### src/rtl/alu_muldiv.sv
// alu_muldiv: single-issue integer execution unit. It covers the base ALU
// operations, a multiplier with a fixed configurable latency, and a restoring
// divider that produces one quotient bit per cycle. The unit holds at most one
// operation at a time.
//
// Ports:
//   clk, rst_n           clock (rising edge) and asynchronous active-low reset
//   in_valid / in_ready  request handshake; op, a, b, tag form the request
//   flush                drops whatever is in flight or waiting in DONE
//   out_valid/out_ready  result handshake; result and out_tag are held
//                        stable while out_valid is high
module alu_muldiv #(
    parameter int XLEN    = 32,
    parameter int MUL_LAT = 2,
    parameter int TAG_W   = 5
) (
    input  logic             clk,
    input  logic             rst_n,
    input  logic             in_valid,
    output logic             in_ready,
    input  logic [4:0]       op,
    input  logic [XLEN-1:0]  a,
    input  logic [XLEN-1:0]  b,
    input  logic [TAG_W-1:0] tag,
    input  logic             flush,
    output logic             out_valid,
    input  logic             out_ready,
    output logic [XLEN-1:0]  result,
    output logic [TAG_W-1:0] out_tag
);

    localparam int SHW   = $clog2(XLEN);
    localparam int CNT_W = 7;
    localparam logic [XLEN-1:0]  ZERO     = {XLEN{1'b0}};
    localparam logic [XLEN-1:0]  ONES     = {XLEN{1'b1}};
    localparam logic [XLEN-1:0]  MIN_NEG  = {1'b1, {(XLEN-1){1'b0}}};
    localparam logic [CNT_W-1:0] CNT_ZERO = {CNT_W{1'b0}};
    localparam logic [CNT_W-1:0] CNT_ONE  = {{(CNT_W-1){1'b0}}, 1'b1};

    localparam logic [4:0] OP_ADD    = 5'd0;
    localparam logic [4:0] OP_SUB    = 5'd1;
    localparam logic [4:0] OP_SLL    = 5'd2;
    localparam logic [4:0] OP_SLT    = 5'd3;
    localparam logic [4:0] OP_SLTU   = 5'd4;
    localparam logic [4:0] OP_XOR    = 5'd5;
    localparam logic [4:0] OP_SRL    = 5'd6;
    localparam logic [4:0] OP_SRA    = 5'd7;
    localparam logic [4:0] OP_OR     = 5'd8;
    localparam logic [4:0] OP_AND    = 5'd9;
    localparam logic [4:0] OP_PASSB  = 5'd10;
    localparam logic [4:0] OP_MUL    = 5'd11;
    localparam logic [4:0] OP_MULH   = 5'd12;
    localparam logic [4:0] OP_MULHSU = 5'd13;
    localparam logic [4:0] OP_MULHU  = 5'd14;
    localparam logic [4:0] OP_DIV    = 5'd15;
    localparam logic [4:0] OP_DIVU   = 5'd16;
    localparam logic [4:0] OP_REM    = 5'd17;
    localparam logic [4:0] OP_REMU   = 5'd18;

    typedef enum logic [1:0] {IDLE, MUL, DIV, DONE} state_t;

    state_t             state_r, state_n_s;
    logic [XLEN-1:0]    result_r, result_n_s;
    logic [TAG_W-1:0]   tag_r, tag_n_s;
    logic [CNT_W-1:0]   cnt_r, cnt_n_s;
    logic [XLEN-1:0]    prod_r, prod_n_s;
    logic [XLEN-1:0]    rem_r, rem_n_s;
    logic [XLEN-1:0]    quo_r, quo_n_s;
    logic [XLEN-1:0]    dvs_r, dvs_n_s;
    logic               neg_r, neg_n_s;
    logic               sel_rem_r, sel_rem_n_s;

    logic               accept_s;
    logic [SHW-1:0]     shamt_s;
    logic [XLEN-1:0]    base_res_s;
    logic               a_sx_s, b_sx_s;
    logic [2*XLEN-1:0]  mul_a_s, mul_b_s, mul_p_s;
    logic [XLEN-1:0]    mul_res_s;
    logic               div_signed_s, div_is_rem_s, div_ovf_s;
    logic [XLEN-1:0]    a_mag_s, b_mag_s;
    logic [XLEN:0]      shift_s, diff_s;
    logic [XLEN-1:0]    step_rem_s, step_quo_s, div_sel_s, div_final_s;

    // flush and reset both block acceptance; DONE can hand over back-to-back
    assign in_ready  = rst_n & ~flush &
                       ((state_r == IDLE) | ((state_r == DONE) & out_ready));
    assign accept_s  = in_valid & in_ready;
    assign out_valid = (state_r == DONE);
    assign result    = result_r;
    assign out_tag   = tag_r;
    assign shamt_s   = b[SHW-1:0];

    // Single-cycle ALU operations; unused codes return zero
    always_comb begin
        base_res_s = ZERO;
        case (op)
            OP_ADD:   base_res_s = a + b;
            OP_SUB:   base_res_s = a - b;
            OP_SLL:   base_res_s = a << shamt_s;
            OP_SLT:   base_res_s = {{(XLEN-1){1'b0}}, ($signed(a) < $signed(b))};
            OP_SLTU:  base_res_s = {{(XLEN-1){1'b0}}, (a < b)};
            OP_XOR:   base_res_s = a ^ b;
            OP_SRL:   base_res_s = a >> shamt_s;
            OP_SRA:   base_res_s = $unsigned($signed(a) >>> shamt_s);
            OP_OR:    base_res_s = a | b;
            OP_AND:   base_res_s = a & b;
            OP_PASSB: base_res_s = b;
            default:  base_res_s = ZERO;
        endcase
    end

    // Multiplier: extending each operand to 2*XLEN with the chosen sign bit
    // makes one unsigned product exact for all signedness combinations
    always_comb begin
        a_sx_s    = (op != OP_MULHU) & a[XLEN-1];
        b_sx_s    = ((op == OP_MUL) | (op == OP_MULH)) & b[XLEN-1];
        mul_a_s   = {{XLEN{a_sx_s}}, a};
        mul_b_s   = {{XLEN{b_sx_s}}, b};
        mul_p_s   = mul_a_s * mul_b_s;
        mul_res_s = (op == OP_MUL) ? mul_p_s[XLEN-1:0] : mul_p_s[2*XLEN-1:XLEN];
    end

    // Divider operand preparation and one restoring step on the held state
    always_comb begin
        div_signed_s = (op == OP_DIV) | (op == OP_REM);
        div_is_rem_s = (op == OP_REM) | (op == OP_REMU);
        div_ovf_s    = div_signed_s & (a == MIN_NEG) & (b == ONES);
        a_mag_s      = (div_signed_s & a[XLEN-1]) ? (ZERO - a) : a;
        b_mag_s      = (div_signed_s & b[XLEN-1]) ? (ZERO - b) : b;
        shift_s      = {rem_r, quo_r[XLEN-1]};
        diff_s       = shift_s - {1'b0, dvs_r};
        if (diff_s[XLEN]) begin
            step_rem_s = shift_s[XLEN-1:0];
            step_quo_s = {quo_r[XLEN-2:0], 1'b0};
        end else begin
            step_rem_s = diff_s[XLEN-1:0];
            step_quo_s = {quo_r[XLEN-2:0], 1'b1};
        end
        div_sel_s   = sel_rem_r ? step_rem_s : step_quo_s;
        div_final_s = neg_r ? (ZERO - div_sel_s) : div_sel_s;
    end

    // Next-state and datapath-load decisions for the control FSM
    always_comb begin
        state_n_s   = state_r;
        result_n_s  = result_r;
        tag_n_s     = tag_r;
        cnt_n_s     = cnt_r;
        prod_n_s    = prod_r;
        rem_n_s     = rem_r;
        quo_n_s     = quo_r;
        dvs_n_s     = dvs_r;
        neg_n_s     = neg_r;
        sel_rem_n_s = sel_rem_r;
        if (flush) begin
            state_n_s = IDLE;
        end else if (accept_s) begin
            tag_n_s = tag;
            case (op)
                OP_MUL, OP_MULH, OP_MULHSU, OP_MULHU: begin
                    if (MUL_LAT == 1) begin
                        result_n_s = mul_res_s;
                        state_n_s  = DONE;
                    end else begin
                        prod_n_s  = mul_res_s;
                        cnt_n_s   = CNT_W'(MUL_LAT - 2);
                        state_n_s = MUL;
                    end
                end
                OP_DIV, OP_DIVU, OP_REM, OP_REMU: begin
                    sel_rem_n_s = div_is_rem_s;
                    if (b == ZERO) begin
                        result_n_s = div_is_rem_s ? a : ONES;
                        state_n_s  = DONE;
                    end else if (div_ovf_s) begin
                        result_n_s = div_is_rem_s ? ZERO : a;
                        state_n_s  = DONE;
                    end else begin
                        rem_n_s   = ZERO;
                        quo_n_s   = a_mag_s;
                        dvs_n_s   = b_mag_s;
                        neg_n_s   = div_signed_s &
                                    (div_is_rem_s ? a[XLEN-1] : (a[XLEN-1] ^ b[XLEN-1]));
                        cnt_n_s   = CNT_W'(XLEN - 1);
                        state_n_s = DIV;
                    end
                end
                default: begin
                    result_n_s = base_res_s;
                    state_n_s  = DONE;
                end
            endcase
        end else begin
            case (state_r)
                IDLE: state_n_s = IDLE;
                MUL: begin
                    if (cnt_r == CNT_ZERO) begin
                        result_n_s = prod_r;
                        state_n_s  = DONE;
                    end else begin
                        cnt_n_s = cnt_r - CNT_ONE;
                    end
                end
                DIV: begin
                    rem_n_s = step_rem_s;
                    quo_n_s = step_quo_s;
                    if (cnt_r == CNT_ZERO) begin
                        result_n_s = div_final_s;
                        state_n_s  = DONE;
                    end else begin
                        cnt_n_s = cnt_r - CNT_ONE;
                    end
                end
                DONE: begin
                    if (out_ready) begin
                        state_n_s = IDLE;
                    end else begin
                        state_n_s = DONE;
                    end
                end
                default: state_n_s = IDLE;
            endcase
        end
    end

    // State and datapath registers, all cleared by reset
    always_ff @(posedge clk or negedge rst_n) begin
        if (!rst_n) begin
            state_r   <= IDLE;
            result_r  <= ZERO;
            tag_r     <= {TAG_W{1'b0}};
            cnt_r     <= CNT_ZERO;
            prod_r    <= ZERO;
            rem_r     <= ZERO;
            quo_r     <= ZERO;
            dvs_r     <= ZERO;
            neg_r     <= 1'b0;
            sel_rem_r <= 1'b0;
        end else begin
            state_r   <= state_n_s;
            result_r  <= result_n_s;
            tag_r     <= tag_n_s;
            cnt_r     <= cnt_n_s;
            prod_r    <= prod_n_s;
            rem_r     <= rem_n_s;
            quo_r     <= quo_n_s;
            dvs_r     <= dvs_n_s;
            neg_r     <= neg_n_s;
            sel_rem_r <= sel_rem_n_s;
        end
    end

endmodule

### config.mk
export PLATFORM = sky130hd
export DESIGN_NAME = alu_muldiv
export DESIGN_NICKNAME = d
export VERILOG_FILES = /design/src/rtl/alu_muldiv.sv
export SDC_FILE = /design/constraint.sdc
export NUM_CORES = 2
export LEC_CHECK = 0
export CORE_ASPECT_RATIO = 1.5
export CORE_MARGIN = 3
export CORE_UTILIZATION = 35
export DETAILED_ROUTE_END_ITERATION = 10
export GPL_ROUTABILITY_DRIVEN = 0
export PLACE_DENSITY = 0.61
export RECOVER_POWER = 50
export SYNTH_ARGS = -nofsm -noshare
export SYNTH_HDL_FRONTEND = slang
export SYNTH_SLANG_ARGS = --single-unit
export TNS_END_PERCENT = 50
### constraint.sdc
create_clock -name clk -period 6.1 [get_ports clk]
set_input_delay 1.22 -clock clk [delete_from_list [all_inputs] [get_ports clk]]
set_output_delay 1.22 -clock clk [all_outputs]
set_load 0.01 [all_outputs]
-- After elaboration in Yosys (flattened, before gate mapping)
Cells that the tools add are included.
- register bits after elaboration: 176
- output and inout bits: 39
- word-level logic and storage cells: 140
- eq/ne operators: 36
- reduce and logical (&&, ||, !) cells: 17
- $mul: 1
- magnitude comparators: 2
- mux-type cells: 42
- bitwise gates (word level): 22
- shift-type cells: 3
- add/sub/neg operators: 7
- operator list (cell ; count):
    $mux W32 ; 23
    $pmux W32 S11 ; 1
    $pmux W32 S2 ; 2
    $sub A1 B32 Y32 const A ; 3
    $eq A32 B32 Y1 const B ; 2
    $lt A32 B32 Y1 ; 2
    $mul A33 B33 Y64 ; 1
    $eq A5 B4 Y1 const B ; 8
    $mux W7 ; 5
    $sub A33 B32 Y33 ; 1
    $add A32 B32 Y32 ; 1
    $and A32 B32 Y32 ; 1
    $logic_not A32 Y1 ; 1
    $or A32 B32 Y32 ; 1
    $shl A32 B5 Y32 ; 1
    $shr A32 B5 Y32 ; 1
    $sshr A32 B5 Y32 ; 1
    $sub A32 B32 Y32 ; 1
    $xor A32 B32 Y32 ; 1
    $eq A5 B3 Y1 const B ; 4
    $eq A5 B5 Y1 const B ; 3
    $pmux W7 S2 ; 1
    $ne A3 B3 Y1 const B ; 4
    $reduce_and A6 Y1 ; 2
    other kinds (29) ; 59

-- Longest topological paths before layout
- depth in word-level cells: 9
- gate-level depth with buffers: 36
- depth with buffers taken out: 33

-- Least setup slack after synthesis
Ideal clock, no wire load.
- kind: input -> register
- start point: input b[1]
- end point: register prod_r[28]
- slack: -4381 ps
- arrival: 10353 ps
- required time: 5972 ps
- stages on the path: 32
- cells stage by stage: clkbuf_1 clkbuf_1 buf_1 clkbuf_1 buf_1 nand2_1 inv_1 fa_1 fa_1 fa_1 inv_1 fa_1 fa_1 fa_1 fa_1 fa_1 inv_1 ha_1 clkbuf_1 a21o_1 a21o_1 a21o_1 a21o_1 a21oi_1 o21ai_0 or3_1 a211oi_1 o31ai_1 a2111o_1 a21oi_1 xor2_1 a211oi_1
- word-level cells in the longest chain between the ends: 2
- ends and longest elaborated chain (what ; RTL line ; source):
    from (decl) ; 23 ; input logic [XLEN-1:0] b,
    $mul A33 B33 Y64 ; 119 ; mul_p_s = mul_a_s * mul_b_s;
    $mux W32 ; 120 ; mul_res_s = (op == OP_MUL) ? mul_p_s[XLEN-1:0] : mul_p_s[2*XLEN-1:XLEN];
    to (signal assigned) ; 244 ; prod_r <= prod_n_s;
    to (decl) ; 66 ; logic [XLEN-1:0] prod_r, prod_n_s;
No other way between the ends.
A chain may end at the register's enable or synchronous reset.

-- Worst setup path in the final report
- start point: input op[4]
- end point: register prod_r[28]
- word-level cells in the longest chain between the ends: 5
- elaborated cells between the ends (all ways): 12
- ends and longest elaborated chain (what ; RTL line ; source):
    from (decl) ; 21 ; input logic [4:0] op,
    $eq A5 B4 Y1, on equally long branches ; 116, 120, 159 ;
    $or A1 B1 Y1 ; 116 ; b_sx_s = ((op == OP_MUL) | (op == OP_MULH)) & b[XLEN-1];
    $and A1 B1 Y1 ; 116 ;
    $mul A33 B33 Y64 ; 119 ;
    $mux W32 ; 120 ;
Parallel ways exist; a longest one is shown, timed or not.

==> impl_results.md <==
* Hold buffer count at CTS at 0
* Die ar. at 0.170 mm2
* Worst setup EP type: register
* Worst-Skew Late Latency at 0.47 ns
* CTS root buffer: clkbuf_16
* FF-to-FF setup slack at 0.31 ns
* FP Rows at about 180
* Port Buffers at 117
* Max Root-Sink Buffers at 2
* Largest cells by area after synthesis: fa_1 39%, inv_1 7.9%, dfrtp_1 7.6%
* Hold Startpoint: out_tag[0]
* Fillers at 15.9k
* FF-to-FF Start: quo_r[31]
* Synth Area in XOR/XNOR at 3.16%
* Largest family of logic cells by synthesized area: adder cells
* Worst Hold Endpoint: out_tag[0]
* Fin util at 44.3%
* MaxCap Viol Count at 3
* Req. time, crit path at ~6.5 ns
* Layout area overhead at 25.1%
* Largest stage delay on the critical path at 0.60 ns
* Mapped Cells at roughly 7k
* Synth area leader: fa_1
* Vias at 57.8k
* Slew Viols, Final at 182
* Starting Density at 35.4%
* Initial antenna violation count at 39
* Commonest non-fill, non-tap cell in the layout: inv_1
* Final WS setup at -3.04 ns
* Post-synthesis mux area share at around 2.5%
* H-tree depth at 4
* Die Ht at a little over 500 um
* Nets@finish at 9382
* Hold Crit Depth at 2
* Clk_skew at 0.0194 ns
* Max Fclk at around 0.11 GHz
* Final Setup Violations at 33
* Initial DRC Count at 6573
* Drt drc at 39
* Grt ovf at 0
* First-pass GRT wire length at 396000 um
* Gr usage total at about a third
* FFs w/ async S/R, synth at 100%
* Top cell type's share of synthesized area at 39.2%
* CP startpoint kind: input port
* DP HPWL at 216000 um
* Largest net degree at the start of global routing at between 80 and 90
* Number of flops mapped to enable cells by yosys at 0
* Core area at 0.163 mm2
* Commonest cells after routing, fill and taps aside: 1153 x inv_1, 1109 x nand2_1, 1067 x fa_1
* DRT Pass-1 Iters at 11
* Worst R2R Path Depth at 22
* CTS Sinks at between 150 and 200
* RSZ-0062 raised after global routing: yes
* Ys flop type: dfrtp_1
* Final Cell Area at 0.0721 mm2
* Slew @ Worst Pin at 3.46 ns
* Sequential cell area fraction in the yosys report at 7.64%
* Top Ports at ~120
* Failing checks: design-rule violations, max-capacitance violations, max-slew violations, negative setup slack
* Post-Syn Area at 0.0576 mm2
* DR WL/cell at 27.9 um
* Num CTS Buffers at 17
* Final hold violations at 0
* Final ANT Viol Nets at 0
* Clock tree from TritonCTS: done
* Clock-pin slew on the worst setup and hold paths at about 0.08 ns
* Slew HR at -131%
* Synth Warn # at 0
* Synth Area in Compound Gates at 13.6%
* Synth Register Bits at 176
* Routed wire length at between 200000 and 300000 um
* Synth cell types at 91
* Share of cells above drive strength 1 at 20.3%
* Period utilization at 150%
* Worst R2R End: result[26]
* CP Max Fanout at 8
* Outcome: finished, violations left
* Crit path kind: in2reg
* Hold WS at 0.477 ns
* Worst path most repeated cell: fa_2
* Crit-path slowest cell: fa_2
* Synthesized net count at approximately 8.6k
* Placed instance area at 0.0683 mm2
* Critical Path AT at around 9.5 ns
* Final min period at roughly 9 ns
* Synth Area per Inst at 8.18 um2
* Synth Area in Adders at roughly 47%
* Via-per-instance ratio at approximately 5.8
* Post-Synth Simple-Gate Area at 15.2%
* Vias in the first global route at 59.4k
* Die width at 337 um
* Min-delay worst type: reg2reg
## logic make-up (layout without fill, tap and decap cells)
family,count (synthesis),count (layout)
and+or+nand+nor,2110,2110
buffers and inverters,1687,2480
adders and majority gates,1480,1480
AOI/OAI and AO/OA,1259,1259
xor gates and xnor gates,208,208
DFF,176,176
muxes,123,123
other,0,31
## timing repair
item | CTS | global route
resized for setup | 199 | 355
gates cloned | 1 | 11
endpoints found under the setup margin | 35 | 42
setup buffers | 36 | 82
pin swaps | 130 | 222
## metrics by stage
stage / instances / setup WS (ns) / TNS [ns]
6_report: 9971 / -3.04 / -80.74
2_1_floorplan: 7043 / -2.89 / -70.54
3_5_place_dp: 9791 / -3.75 / -112.31
3_3_place_gp: 9791 / -3.73 / -111.22
5_1_grt: 9946 / -3.17 / -87.83
4_1_cts: 9856 / -2.99 / -80.23
## how the worst max path moves through the flow
| stage | from | endpoint |
|---|---|---|
| CTS | op[4] | prod_r[28] |
| global placement | op[1] | prod_r[28] |
| finish | op[4] | prod_r[28] |
| floorplan | op[4] | prod_r[28] |
| global route | op[4] | prod_r[28] |
| detailed placement | op[2] | prod_r[28] |
## synthesized netlist by cell type (38+ instances only)
master / number
a211oi_1: 45
dfrtp_1: 176
fa_1: 1128
xnor2_1: 164
o21ai_0: 368
nor2_1: 605
a221oi_1: 38
mux2i_1: 96
o22ai_1: 39
a21oi_1: 370
xor2_1: 44
clkbuf_1: 332
nor3_1: 71
buf_1: 113
a21o_1: 58
ha_1: 352
a31oi_1: 43
inv_1: 1208
nand2_1: 1137
nand3_1: 65
## sequential cells by signal (all words and copies together) (netlist names)
| name | count |
|---|---|
| out_tag | 5 |
| quo_r | 32 |
| sel_rem_r | 1 |
| state_r | 2 |
| rem_r | 32 |
| result | 32 |
| prod_r | 32 |
| cnt_r | 7 |
| neg_r | 1 |
| dvs_r | 32 |
## routing by layer
| layer | track usage (%) | up-vias | share of wire (%) | wire (um) |
|---|---|---|---|---|
| met5 | 2.04 | - | 0.15 | 428 |
| met4 | 30.7 | 24 | 13 | 36300 |
| met3 | 14.0 | 1730 | 12 | 34100 |
| met2 | 50.3 | 3894 | 44 | 123000 |
| met1 | 32.0 | 28400 | 30 | 84200 |
| li1 | - | 23800 | - | - |
## layout make-up
type	instances	area (um2)	share of cell area (%)
multi-input combinational	5180	48500	67.3
timing repair buffer	1214	11200	15.5
inverter	1234	4690	6.50
sequential	176	4410	6.11
tap	2104	2630	3.65
clock buffer	19	433	0.600
clock inverter	13	176	0.245
antenna	31	77.6	0.108
## critical path, delay by kind of cell
kind	cells	cell delay [ns]
AO/OA/AOI/OAI	11	1.79
adder cells (fa/ha/maj)	9	4.32
buffers and inverters	7	0.77
AND/OR/NAND/NOR	5	1.16
XOR/XNOR	1	0.19
Power is not shown: default switching activity piles up to over one toggle a cycle in this logic, so the estimate is an artifact.
